## src/rtl/mem_arbiter.sv

```systemverilog
// ---------------------------------------------------------------------------
// mem_arbiter
//   Shares one memory port between two masters: m0 (cpu core) and
//   m1 (loader/DMA). Arbitration is round-robin. At most one read is
//   outstanding at a time. Read data is routed back to the master that
//   issued the read. A watchdog turns a missing mem_rd_valid into an error
//   completion (ERR_DATA plus a timeout pulse), so a master never hangs.
//
// Handshake: a master raises ren or wen and holds ren/wen/addr/wdata/wmask
//   stable until it sees its gnt high. A request counts as accepted in the
//   cycle where gnt is high, and it should be dropped or replaced on the
//   next cycle. Read completion is a one-cycle rd_valid pulse, and rdata is
//   valid only in that cycle. The memory side has no back-pressure. The
//   strobes mem_ren/mem_wen are high for exactly the grant cycle, and
//   mem_rd_valid is accepted in any RD_WAIT cycle.
//
// Ports
//   clk, rst_n            clock; asynchronous active-low reset
//   mN_ren / mN_wen       read / write request (wen wins if both are set)
//   mN_addr/wdata/wmask   request payload
//   mN_gnt                request accepted this cycle
//   mN_rdata/mN_rd_valid  read completion for master N
//   mem_*                 memory port (strobes, address, data, mask)
//   timeout               one-cycle pulse on a forced read completion
//   o_dbg_state           current FSM state (0 = IDLE, 1 = RD_WAIT)
// ---------------------------------------------------------------------------
module mem_arbiter #(
  parameter int          W        = 32,
  parameter int          AW       = 16,
  parameter int          TIMEOUT  = 16,
  parameter logic [W-1:0] ERR_DATA = 32'hDEADBEEF
) (
  input  logic          clk,
  input  logic          rst_n,
  input  logic          m0_ren,
  input  logic          m0_wen,
  input  logic [AW-1:0] m0_addr,
  input  logic [W-1:0]  m0_wdata,
  input  logic [3:0]    m0_wmask,
  input  logic          m1_ren,
  input  logic          m1_wen,
  input  logic [AW-1:0] m1_addr,
  input  logic [W-1:0]  m1_wdata,
  input  logic [3:0]    m1_wmask,
  output logic          m0_gnt,
  output logic          m1_gnt,
  output logic [W-1:0]  m0_rdata,
  output logic [W-1:0]  m1_rdata,
  output logic          m0_rd_valid,
  output logic          m1_rd_valid,
  output logic          mem_ren,
  output logic          mem_wen,
  output logic [AW-1:0] mem_addr,
  output logic [W-1:0]  mem_wdata,
  output logic [3:0]    mem_wmask,
  input  logic [W-1:0]  mem_rdata,
  input  logic          mem_rd_valid,
  output logic          timeout,
  output logic          o_dbg_state
);

  localparam int CW = $clog2(TIMEOUT);
  localparam logic [CW-1:0] CNT_LAST = CW'(TIMEOUT - 1);

  typedef enum logic {S_IDLE = 1'b0, S_RD_WAIT = 1'b1} state_t;

  state_t        r_state, w_state_nxt;
  logic          r_last;   // master that won the most recent grant
  logic          r_owner;  // master that owns the outstanding read
  logic [CW-1:0] r_cnt;    // cycles spent in RD_WAIT so far

  logic          w_req0, w_req1, w_win, w_grant, w_sel_wen;
  logic          w_rd_wait, w_done_data, w_done_to, w_done;
  logic [W-1:0]  w_cpl_data;

  assign w_req0 = m0_ren | m0_wen;
  assign w_req1 = m1_ren | m1_wen;
  // m1 wins if it is the sole requester, or if both request and m0 won last.
  assign w_win  = w_req1 & (~w_req0 | ~r_last);
  // The rst_n term keeps every combinational output at 0 while reset is held.
  assign w_grant   = rst_n && (r_state == S_IDLE) && (w_req0 || w_req1);
  assign w_sel_wen = w_win ? m1_wen : m0_wen;

  assign m0_gnt    = w_grant & ~w_win;
  assign m1_gnt    = w_grant &  w_win;
  // A write has priority over a read, so the strobes are exclusive.
  assign mem_wen   = w_grant &  w_sel_wen;
  assign mem_ren   = w_grant & ~w_sel_wen;
  assign mem_addr  = !w_grant ? '0 : (w_win ? m1_addr  : m0_addr);
  assign mem_wdata = !w_grant ? '0 : (w_win ? m1_wdata : m0_wdata);
  assign mem_wmask = !w_grant ? '0 : (w_win ? m1_wmask : m0_wmask);

  // Real data beats the terminal count if both occur in the same cycle.
  assign w_rd_wait   = rst_n && (r_state == S_RD_WAIT);
  assign w_done_data = w_rd_wait & mem_rd_valid;
  assign w_done_to   = w_rd_wait & ~mem_rd_valid & (r_cnt == CNT_LAST);
  assign w_done      = w_done_data | w_done_to;
  assign w_cpl_data  = w_done_data ? mem_rdata : ERR_DATA;

  assign m0_rd_valid = w_done & ~r_owner;
  assign m1_rd_valid = w_done &  r_owner;
  assign m0_rdata    = m0_rd_valid ? w_cpl_data : '0;
  assign m1_rdata    = m1_rd_valid ? w_cpl_data : '0;
  assign timeout     = w_done_to;
  assign o_dbg_state = r_state;

  always_comb begin
    w_state_nxt = r_state;
    case (r_state)
      S_IDLE:    if (w_grant && !w_sel_wen) w_state_nxt = S_RD_WAIT;
      S_RD_WAIT: if (w_done) w_state_nxt = S_IDLE;
      default:   w_state_nxt = S_IDLE;
    endcase
  end

  always_ff @(posedge clk or negedge rst_n) begin
    if (!rst_n) begin
      r_state <= S_IDLE;
      r_last  <= 1'b1;
      r_owner <= 1'b0;
      r_cnt   <= '0;
    end else begin
      r_state <= w_state_nxt;
      if (w_grant) begin
        r_last <= w_win;
        if (!w_sel_wen) begin
          r_owner <= w_win;
          r_cnt   <= '0;
        end
      end else if (r_state == S_RD_WAIT) begin
        r_cnt <= r_cnt + 1'b1;
      end
    end
  end

endmodule
```

## config.mk

```make
export PLATFORM = sky130hd
export DESIGN_NAME = mem_arbiter
export DESIGN_NICKNAME = d
export VERILOG_FILES = /design/src/rtl/mem_arbiter.sv
export SDC_FILE = /design/constraint.sdc
export NUM_CORES = 1
export LEC_CHECK = 0
export ABC_AREA = 1
export CAP_MARGIN = 20
export CORE_AREA = 10 10 96 98
export CTS_BUF_LIST = sky130_fd_sc_hd__clkbuf_16
export CTS_CLUSTER_SIZE = 14
export DETAILED_ROUTE_END_ITERATION = 8
export DIE_AREA = 0 0 106 108
export GPL_ROUTABILITY_DRIVEN = 0
export GPL_TIMING_DRIVEN = 0
export PLACE_DENSITY_LB_ADDON = 0.08
export SYNTH_ARGS = -nofsm -noshare
export SYNTH_HDL_FRONTEND = slang
export SYNTH_SLANG_ARGS = --single-unit
```

## constraint.sdc

```tcl
create_clock -name clk -period 3.31 [get_ports clk]
set_input_delay 0.4965 -clock clk [delete_from_list [all_inputs] [get_ports clk]]
set_output_delay 0.4965 -clock clk [all_outputs]
set_load 0.02 [all_outputs]
```

# [Word-level counts from Yosys, hierarchy flattened]
# Index checks and enable logic that the tools add are counted.
[word_totals] mem_count=0 ff_bits=7 ramBits=0 output_inout_bits=124 word_cells=53 latchBits=0 mem_bits_ro=0 inputBits=143
[classes] n_mux=16 div_mod_pow=0 n_reduce_logical=9 order_cmp=0 eq_ne=2 bitwise_logic=21 shifts=0 addsub=1 n_mul=0
[ops] cell="$mux W32" count=5
[ops] cell="$mux W16" count=2
[ops] cell="$mux W4" count=5
[ops] cell="$and A1 B1 Y1" count=10
[ops] cell="$not A1 Y1" count=7
[ops] cell="$add A4 B1 Y4 const B" count=1
[ops] cell="$eq A4 B4 Y1 const B" count=1
[ops] cell="$logic_and A1 B1 Y1" count=4
[ops] cell="$or A1 B1 Y1" count=4
[ops] cell="$reduce_and A2 Y1" count=2
[ops] cell="$mux W1" count=3
[ops] cell="$ne A2 B2 Y1 const B" count=1
[ops] cell="$pmux W1 S2" count=1
[ops] cell="$reduce_bool A2 Y1" count=1
[ops] cell="$logic_not A1 Y1" count=1
[ops] cell="$logic_or A1 B1 Y1" count=1

# [Depth between registers and ports, before layout]
[depth] depth_word=9 ltp_mapped=8 ltp_nobuf=7

# [Least setup slack after synthesis]
# No wires, ideal clock.
[synth_path] path_type="reg-to-output" start="register r_state (netlist: o_dbg_state)" end="output m1_rdata[16]" stages_incl_launch_ff=8 arrival_time_ps=1518 setup_slack_ps=1295 required_time_ps=2813 path_buffers=1 path_cell_list="dfrtp_1 -> nand2_1 -> inv_1 -> nand3_1 -> o21ai_2 -> nand2_4 -> buf_6 -> a21oi_1"
[synth_between] elab_chain_len=6 word_cells_on_any_way=8 cone_classes="mux: 2; bitwise: 5; reduce/logical: 1"
[synth_rtl] element="start: declaration" line="67" source="state_t r_state, w_state_nxt;"
[synth_rtl] element="start signal: assignment" line="123" source="r_state <= w_state_nxt;"
[synth_rtl] element="$logic_and A1 B1 Y1 *" line="94" source="assign w_rd_wait = rst_n && (r_state == S_RD_WAIT);"
[synth_rtl] element="$and A1 B1 Y1 (2 in series)" line="96" source="assign w_done_to = w_rd_wait & ~mem_rd_valid & (r_cnt == CNT_LAST);"
[synth_rtl] element="$or A1 B1 Y1" line="97" source="assign w_done = w_done_data | w_done_to;"
[synth_rtl] element="$and A1 B1 Y1" line="101" source="assign m1_rd_valid = w_done & r_owner;"
[synth_rtl] element="$mux W32 *" line="103" source="assign m1_rdata = m1_rd_valid ? w_cpl_data : '0;"
[synth_rtl] element="end: declaration" line="48" source="output logic [W-1:0] m1_rdata,"
# Every way passes the cells marked *; elsewhere a longest branch is shown, timed or not.

# [Final worst setup path]
[layout_path] start="input m1_wen" end="output mem_wdata[15]"
[layout_between] elab_chain_len=4 word_cells_on_any_way=6 cone_classes="mux: 2; bitwise: 2; reduce/logical: 2"
[layout_rtl] element="start: declaration" line="41" source="input logic m1_wen,"
[layout_rtl] element="$or A1 B1 Y1 *" line="77" source="assign w_req1 = m1_ren | m1_wen;"
[layout_rtl] element="$and A1 B1 Y1 / $logic_or A1 B1 Y1 (equally long branches)" line="79, 81"
[layout_rtl] element="$mux W32 / $logic_and A1 B1 Y1 (equally long branches)" line="90, 81"
[layout_rtl] element="$mux W32 *" line="90" source="assign mem_wdata = !w_grant ? '0 : (w_win ? m1_wdata : m0_wdata);"
[layout_rtl] element="end: declaration" line="54" source="output logic [W-1:0] mem_wdata,"
# Marks and branches as above.

==> flow_metrics.tcl <==
set metrics [dict create \
    status "finished, final reports clean" \
    fmax_ghz 0.325 \
    syn_to_final_growth_pct 176 \
    leakagePower_nw 2.13 \
    slowest_delay_ns 0.65 \
    final_nets 747 \
    fp-row-count 32 \
    path_cells "clkdlybuf4s50_1 > nor2_2 > inv_1 > nand2_1 > nand2_1 > inv_2 > buf_6 > nand2_1 > nand2_1 > clkdlybuf4s50_1" \
    startpoint_type "input port" \
    yosysUniqueCellTypes 25 \
    cts_tree "built" \
    cts_buffers 3 \
    final_util 0.604 \
    ant_nets 0 \
    hp-class "in -> async" \
    ios 267 \
    antenna_cells 0 \
    worstSetupEndpointType "primary output" \
    routedWlPerCell_um 17.6 \
    num_vias 3077 \
    clk_latency_ns 0.23 \
    yosysTopAreaCellShare 0.407 \
    fp.dieH_um 108 \
    clkTransAtPathRegs_ns 0.04 \
    drt_wl_total_um 12400 \
    netlist_area_um2 1630 \
    worstPathMaxFanout 10 \
    critPathKind "in -> out" \
    syn_inst 332 \
    final_cell_area_um2 4500 \
    drive_gt1_frac 0.0598 \
    cts.sink_count 7 \
    grt_start_max_net_pins 11 \
    clk_path_buf_depth 2 \
    htreeDepth 1 \
    whs_ns 0.293 \
    cts_setup_buffers 0 \
    report.final.slew_viol_count 0 \
    critPathRequiredTime_ns 2.81 \
    layout_commonest_cell "clkdlybuf4s50_1" \
    finClkSkew_ns 0.000964 \
    synth_top_area_cell "nand2_1" \
    setup_violations 0 \
    drc 0 \
    final_cell_mix "clkdlybuf4s50_1, nand2_1, a21oi_1, inv_1, nor2_1" \
    fin_crit_ns 3.08 \
    place_hpwl_um 11200 \
    crit_family "buffers and inverters" \
    synth_fp_nets 476 \
    antenna_found_initial 0 \
    cp.buffers_inverters 5 \
    irDropWorstVdd_v 0.000309 \
    grt_pass1_vias 3019 \
    dieArea_um2 11400 \
    placed_area_um2 4420 \
    critPathMostFrequentCell "nand2_1" \
    portBuffers 266 \
    synth_top_cells_by_area "nand2_1, a21oi_1, dfrtp_1" \
    first_iter_violations 111 \
    worstMarginPinSlew_ns 0.535 \
    rsz0062_at_grt "false" \
    critPathSlowestCell "clkdlybuf4s50_1" \
    grt_pass1_wl_um 17900 \
    die_x_um 106 \
    synth.avg_cell_area_um2 4.92 \
    slew_headroom 0.643 \
    overflow 0 \
    total_power_mw 1.99 \
    coreArea_um2 7450 \
    firstDrtPassIters 4 \
    ys_seq_elements 7 \
    power_density_nw_per_um2 441 \
    grtUsageTotal 0.196 \
    fill_cells 704 \
    initial_utilization 0.219 \
    maxCapViolations 0 \
    min_period_over_period 0.929 \
    drt-vias-per-instance 4.37 \
    yosysWarnings 0 \
    cp.arrival_ns 2.58 \
    ys_seq_area_frac 0.108 \
    hold_violations 0 \
    cts_root_buf "clkbuf_16" \
]
==> metal layers <==
metal  global-route usage  wire length [um]
met4               0.0242                75
met1                0.206              4540
met3               0.0631              1170
met5                    0                 0
met2                0.379              6630
==> state kept, by name, summed over array words and instances (netlist names) <==
register     flops
o_dbg_state      1
r_cnt            4
r_last           1
r_owner          1
==> cell families after synthesis <==
| kind of cell | share of synthesized area |
|---|---|
| XOR/XNOR | 0.00536 |
| buffers and inverters | 0.186 |
| AO/OA/AOI/OAI | 0.181 |
| adder cells (fa/ha/maj) | 0.00766 |
| AND/OR/NAND/NOR | 0.512 |
| flip-flops | 0.108 |
==> cell usage after synthesis, drive strengths merged <==
| master | number |
|---|---|
| ha | 1 |
| nor2 | 23 |
| a21oi | 52 |
| o21ai | 4 |
| buf | 20 |
| clkbuf | 1 |
| dfrtp | 6 |
| clkinv | 1 |
| nand2 | 180 |
| inv | 34 |
| nand3 | 7 |
| or2 | 1 |
| xnor2 | 1 |
| dfstp | 1 |
==> final cells by class <==
type / instances / area (um2) / share of cell area
flip-flops and latches: 7 / 176 / 0.0392
multi-input cells: 269 / 1150 / 0.256
clock buffers: 3 / 75.1 / 0.0167
inverters: 35 / 131 / 0.0292
well taps: 102 / 128 / 0.0284
clock inverters: 1 / 3.75 / 0.000834
repair buffers: 266 / 2660 / 0.591
plain buffers: 21 / 173 / 0.0384
==> worst reg2reg max path, cell delays in order, from the launching register on <==
cell     delay [ns]
dfrtp_1        0.42
inv_2          0.14
nand2_2        0.08
a21oi_4        0.18
nand2_1        0.09
inv_2          0.18
buf_6          0.17
nor2_1         0.04
==> metrics by stage <==
stage | worst slack [ns] | TNS (ns) | std cells
2_1_floorplan | 1.30 | 0 | 332
3_3_place_gp | -0.0116 | -0.0116 | 700
3_5_place_dp | -0.0707 | -0.390 | 700
4_1_cts | 0.184 | 0 | 704
5_1_grt | 0.0451 | 0 | 704
6_report | 0.235 | 0 | 704
==> what timing repair did <==
item,in CTS,in global routing
gates resized for setup,1,0
hold buffers,0,0
setup endpoints to repair,34,0
==> worst paths after layout <==
path | startpoint | to | slack [ns] | cells past startpoint
max | m1_wen | mem_wdata[15] | 0.23 | 10
min | rst_n | r_cnt[2] | 0.29 | 1
max in group asynchronous | rst_n | r_last | 2.70 | 1
max reg2reg | o_dbg_state | r_last | 1.94 | 7
min in group clk | r_last | r_last | 0.52 | 2
min reg2reg | r_last | r_last | 0.52 | 2
==> where the power goes <==
part           total (mW)  switching (mW)  leakage, nW  internal (mW)
logic                1.61           0.866         2.01          0.749
registers           0.168          0.0360       0.0856          0.132
clock network       0.204          0.0464       0.0423          0.157
Note: power is estimated with default switching activity, not from simulation.
==> patch: new RTL, same flow settings <==
Reset style: synchronous (`rst_n`), changed in one clocked block. Comments in the files are not updated.
--- a/src/rtl/mem_arbiter.sv
+++ b/src/rtl/mem_arbiter.sv
@@ -115,3 +115,3 @@
 
-  always_ff @(posedge clk or negedge rst_n) begin
+  always_ff @(posedge clk) begin
     if (!rst_n) begin
Formal check against the unedited RTL: differs if rst_n is asserted again (counterexample within 4 cycles, from zero or initial values and one cycle with rst_n low); with rst_n held inactive, the same outputs for 10 cycles.
==> patch against the original RTL <==
Count of clock-buffer cells in the layout did not move; sequential cell count is the same; fmax rose by 2.0%; design area is 1.8% higher; via count down 11%; clock skew rose by 1.4 ps; setup slack better by 61 ps; routed wire length rose by 1.5%; area after synthesis rose by 5.5%.
Power is not compared: it rests on default switching activity, and its combinational part moved more than twofold at a synthesized area within 25%.
==> patch: results (changes against the original RTL) <==
Critical path
  • Critical Path Fanout Max: 10 (unchanged)
  • CP arrival: 2520 ps (was 2580 ps)
  • Slowest cell delay on critical path: 640 ps
  • R2R depth: 8 (was 7)
  • Worst path slowest cell: clkdlybuf4s50_1 (unchanged)

Finish
  • # nets final: 647 (was 747)
  • Layout cells sized above 1: 0.171 (was 0.0598)
  • Top reg by flops: r_cnt (unchanged)

Clocking
  • CTS Buf Count: 3 (unchanged)
  • Root Buffer: clkbuf_16 (unchanged)
  • Max clock buf depth: 2 (unchanged)
  • Clock transition at path regs: 30 ps
  • Post-CTS sizing: 0 (was 1)

Hold path
  • Cell depth of the worst hold path: 2
  • Hold Crit Class: flop to flop (was primary input to asynchronous set/reset pin)

Synthesis
  • Mapped Nets: 377 (was 476)
  • Cells after synthesis: 233 (was 332)
  • Post-synthesis sequential area ratio: 0.0813 (was 0.108)
  • Asr flop ratio synth: 0 (was 1.00)
  • Largest cells by area after synthesis: a22o_1, a21oi_2, buf_6 (was nand2_1, a21oi_1, dfrtp_1)
  • Post-synthesis cell type count: 25 (unchanged)
  • Primary FF master, synth: dfxtp_1 (was dfrtp_1)
  • Synth top cells by count: a22o_1, a21oi_2, inv_1 (was nand2_1, a21oi_1, inv_1)

Global routing
  • GR Util met3: 0.0708 (was 0.0631)
  • Total GRT Usage: 0.198 (was 0.196)
  • Vias in the first global route: 2826 (was 3019)
  • Met1 GRT Util: 0.213 (was 0.206)
  • First-pass GRT wire length: 17.8 mm (was 17.9 mm)
  • M2 GR Usage: 0.372 (was 0.379)

Drt
  • Wl on met1: 4.67 mm (was 4.54 mm)
  • Via/cell ratio: 4.53 (was 4.37)
  • Router iterations before antenna repair: 4 (unchanged)
  • Wire per inst: 20.9 µm (was 17.6 µm)
  • Number of DRC markers in iteration 0: 90 (was 111)
  • Max Used Layer: met4 (unchanged)
  • Met2 wire len: 6.61 mm (was 6.63 mm)
  • Final wirelength: 12.6 mm (was 12.4 mm)
  • Met3 WL: 1.23 mm (was 1.17 mm)

Placement
  • DP Wirelength: 11.3 mm (was 11.2 mm)
  • Post-placement cell count: 600 (was 700)
  • Dpl ws: 285 ps (was -70.7 ps)
  • Cell Area, Placed: 0.00450 mm² (was 0.00442 mm²)
  • PortBufs: 265 (was 266)

Outcome
  • Status: finished, final reports clean (unchanged)

STA
  • Relative slew slack: 0.766 (was 0.643)
  • Skew final: 2.32 ps (was 0.964 ps)

Pwr
  • Static Leakage: 0.00189 µW
  • Worst vdd ir: 0.149 mV
-- patch: changes by cell type in the layout (fill, tap and decap cells not counted), sizes merged, moves of 2 or more --
| cell | before | now |
|---|---|---|
| a22o | 0 | 52 |
| buf | 20 | 22 |
| nor2 | 23 | 21 |
| dfxtp | 0 | 7 |
| inv | 35 | 38 |
| dfrtp | 6 | 0 |
| nand2 | 180 | 25 |
-- patch: cell type report --
cell class	count	area [µm²]
sequential	7	140
inverter	38	148
tap	102	128
multi-input combinational	166	1230
clock inverter	1	3.75
fill	690	2870
clock buffer	3	75.1
timing repair buffer	265	2650
buffer	22	209
-- patch: power by group --
part           internal, µW  switching [µW]
Sequential             90.4            5.27
Combinational           375             310
Clock                   157            50.5
-- patch: cells by family (layout without fill, tap and decap cells) --
| kind of cell | Yosys count | count (layout) | share of synthesized area |
|---|---|---|---|
| AOI/OAI and AO/OA | 110 | 110 | 0.529 |
| buffers and inverters | 60 | 329 | 0.207 |
| and+or+nand+nor | 55 | 55 | 0.176 |
| DFF | 7 | 7 | 0.0813 |
| adders and majority gates | 1 | 1 | 0.00726 |
-- patch: final timing paths --
check,start,to,slack [ps]
worst max-delay path,m0_wen,mem_wdata[10],300
worst max register to register,o_dbg_state$_SDFF_PN0_,r_cnt[1]$_SDFFE_PN0P_,2060
worst min register to register,r_cnt[1]$_SDFFE_PN0P_,r_cnt[1]$_SDFFE_PN0P_,480
worst min-delay path,r_cnt[1]$_SDFFE_PN0P_,r_cnt[1]$_SDFFE_PN0P_,480
-- patch: worst max-delay path: cells and delay by family --
kind	cells	cell delay, ps
buffers and inverters	3	1370
AND/OR/NAND/NOR	2	280
AO/OA/AOI/OAI	2	370
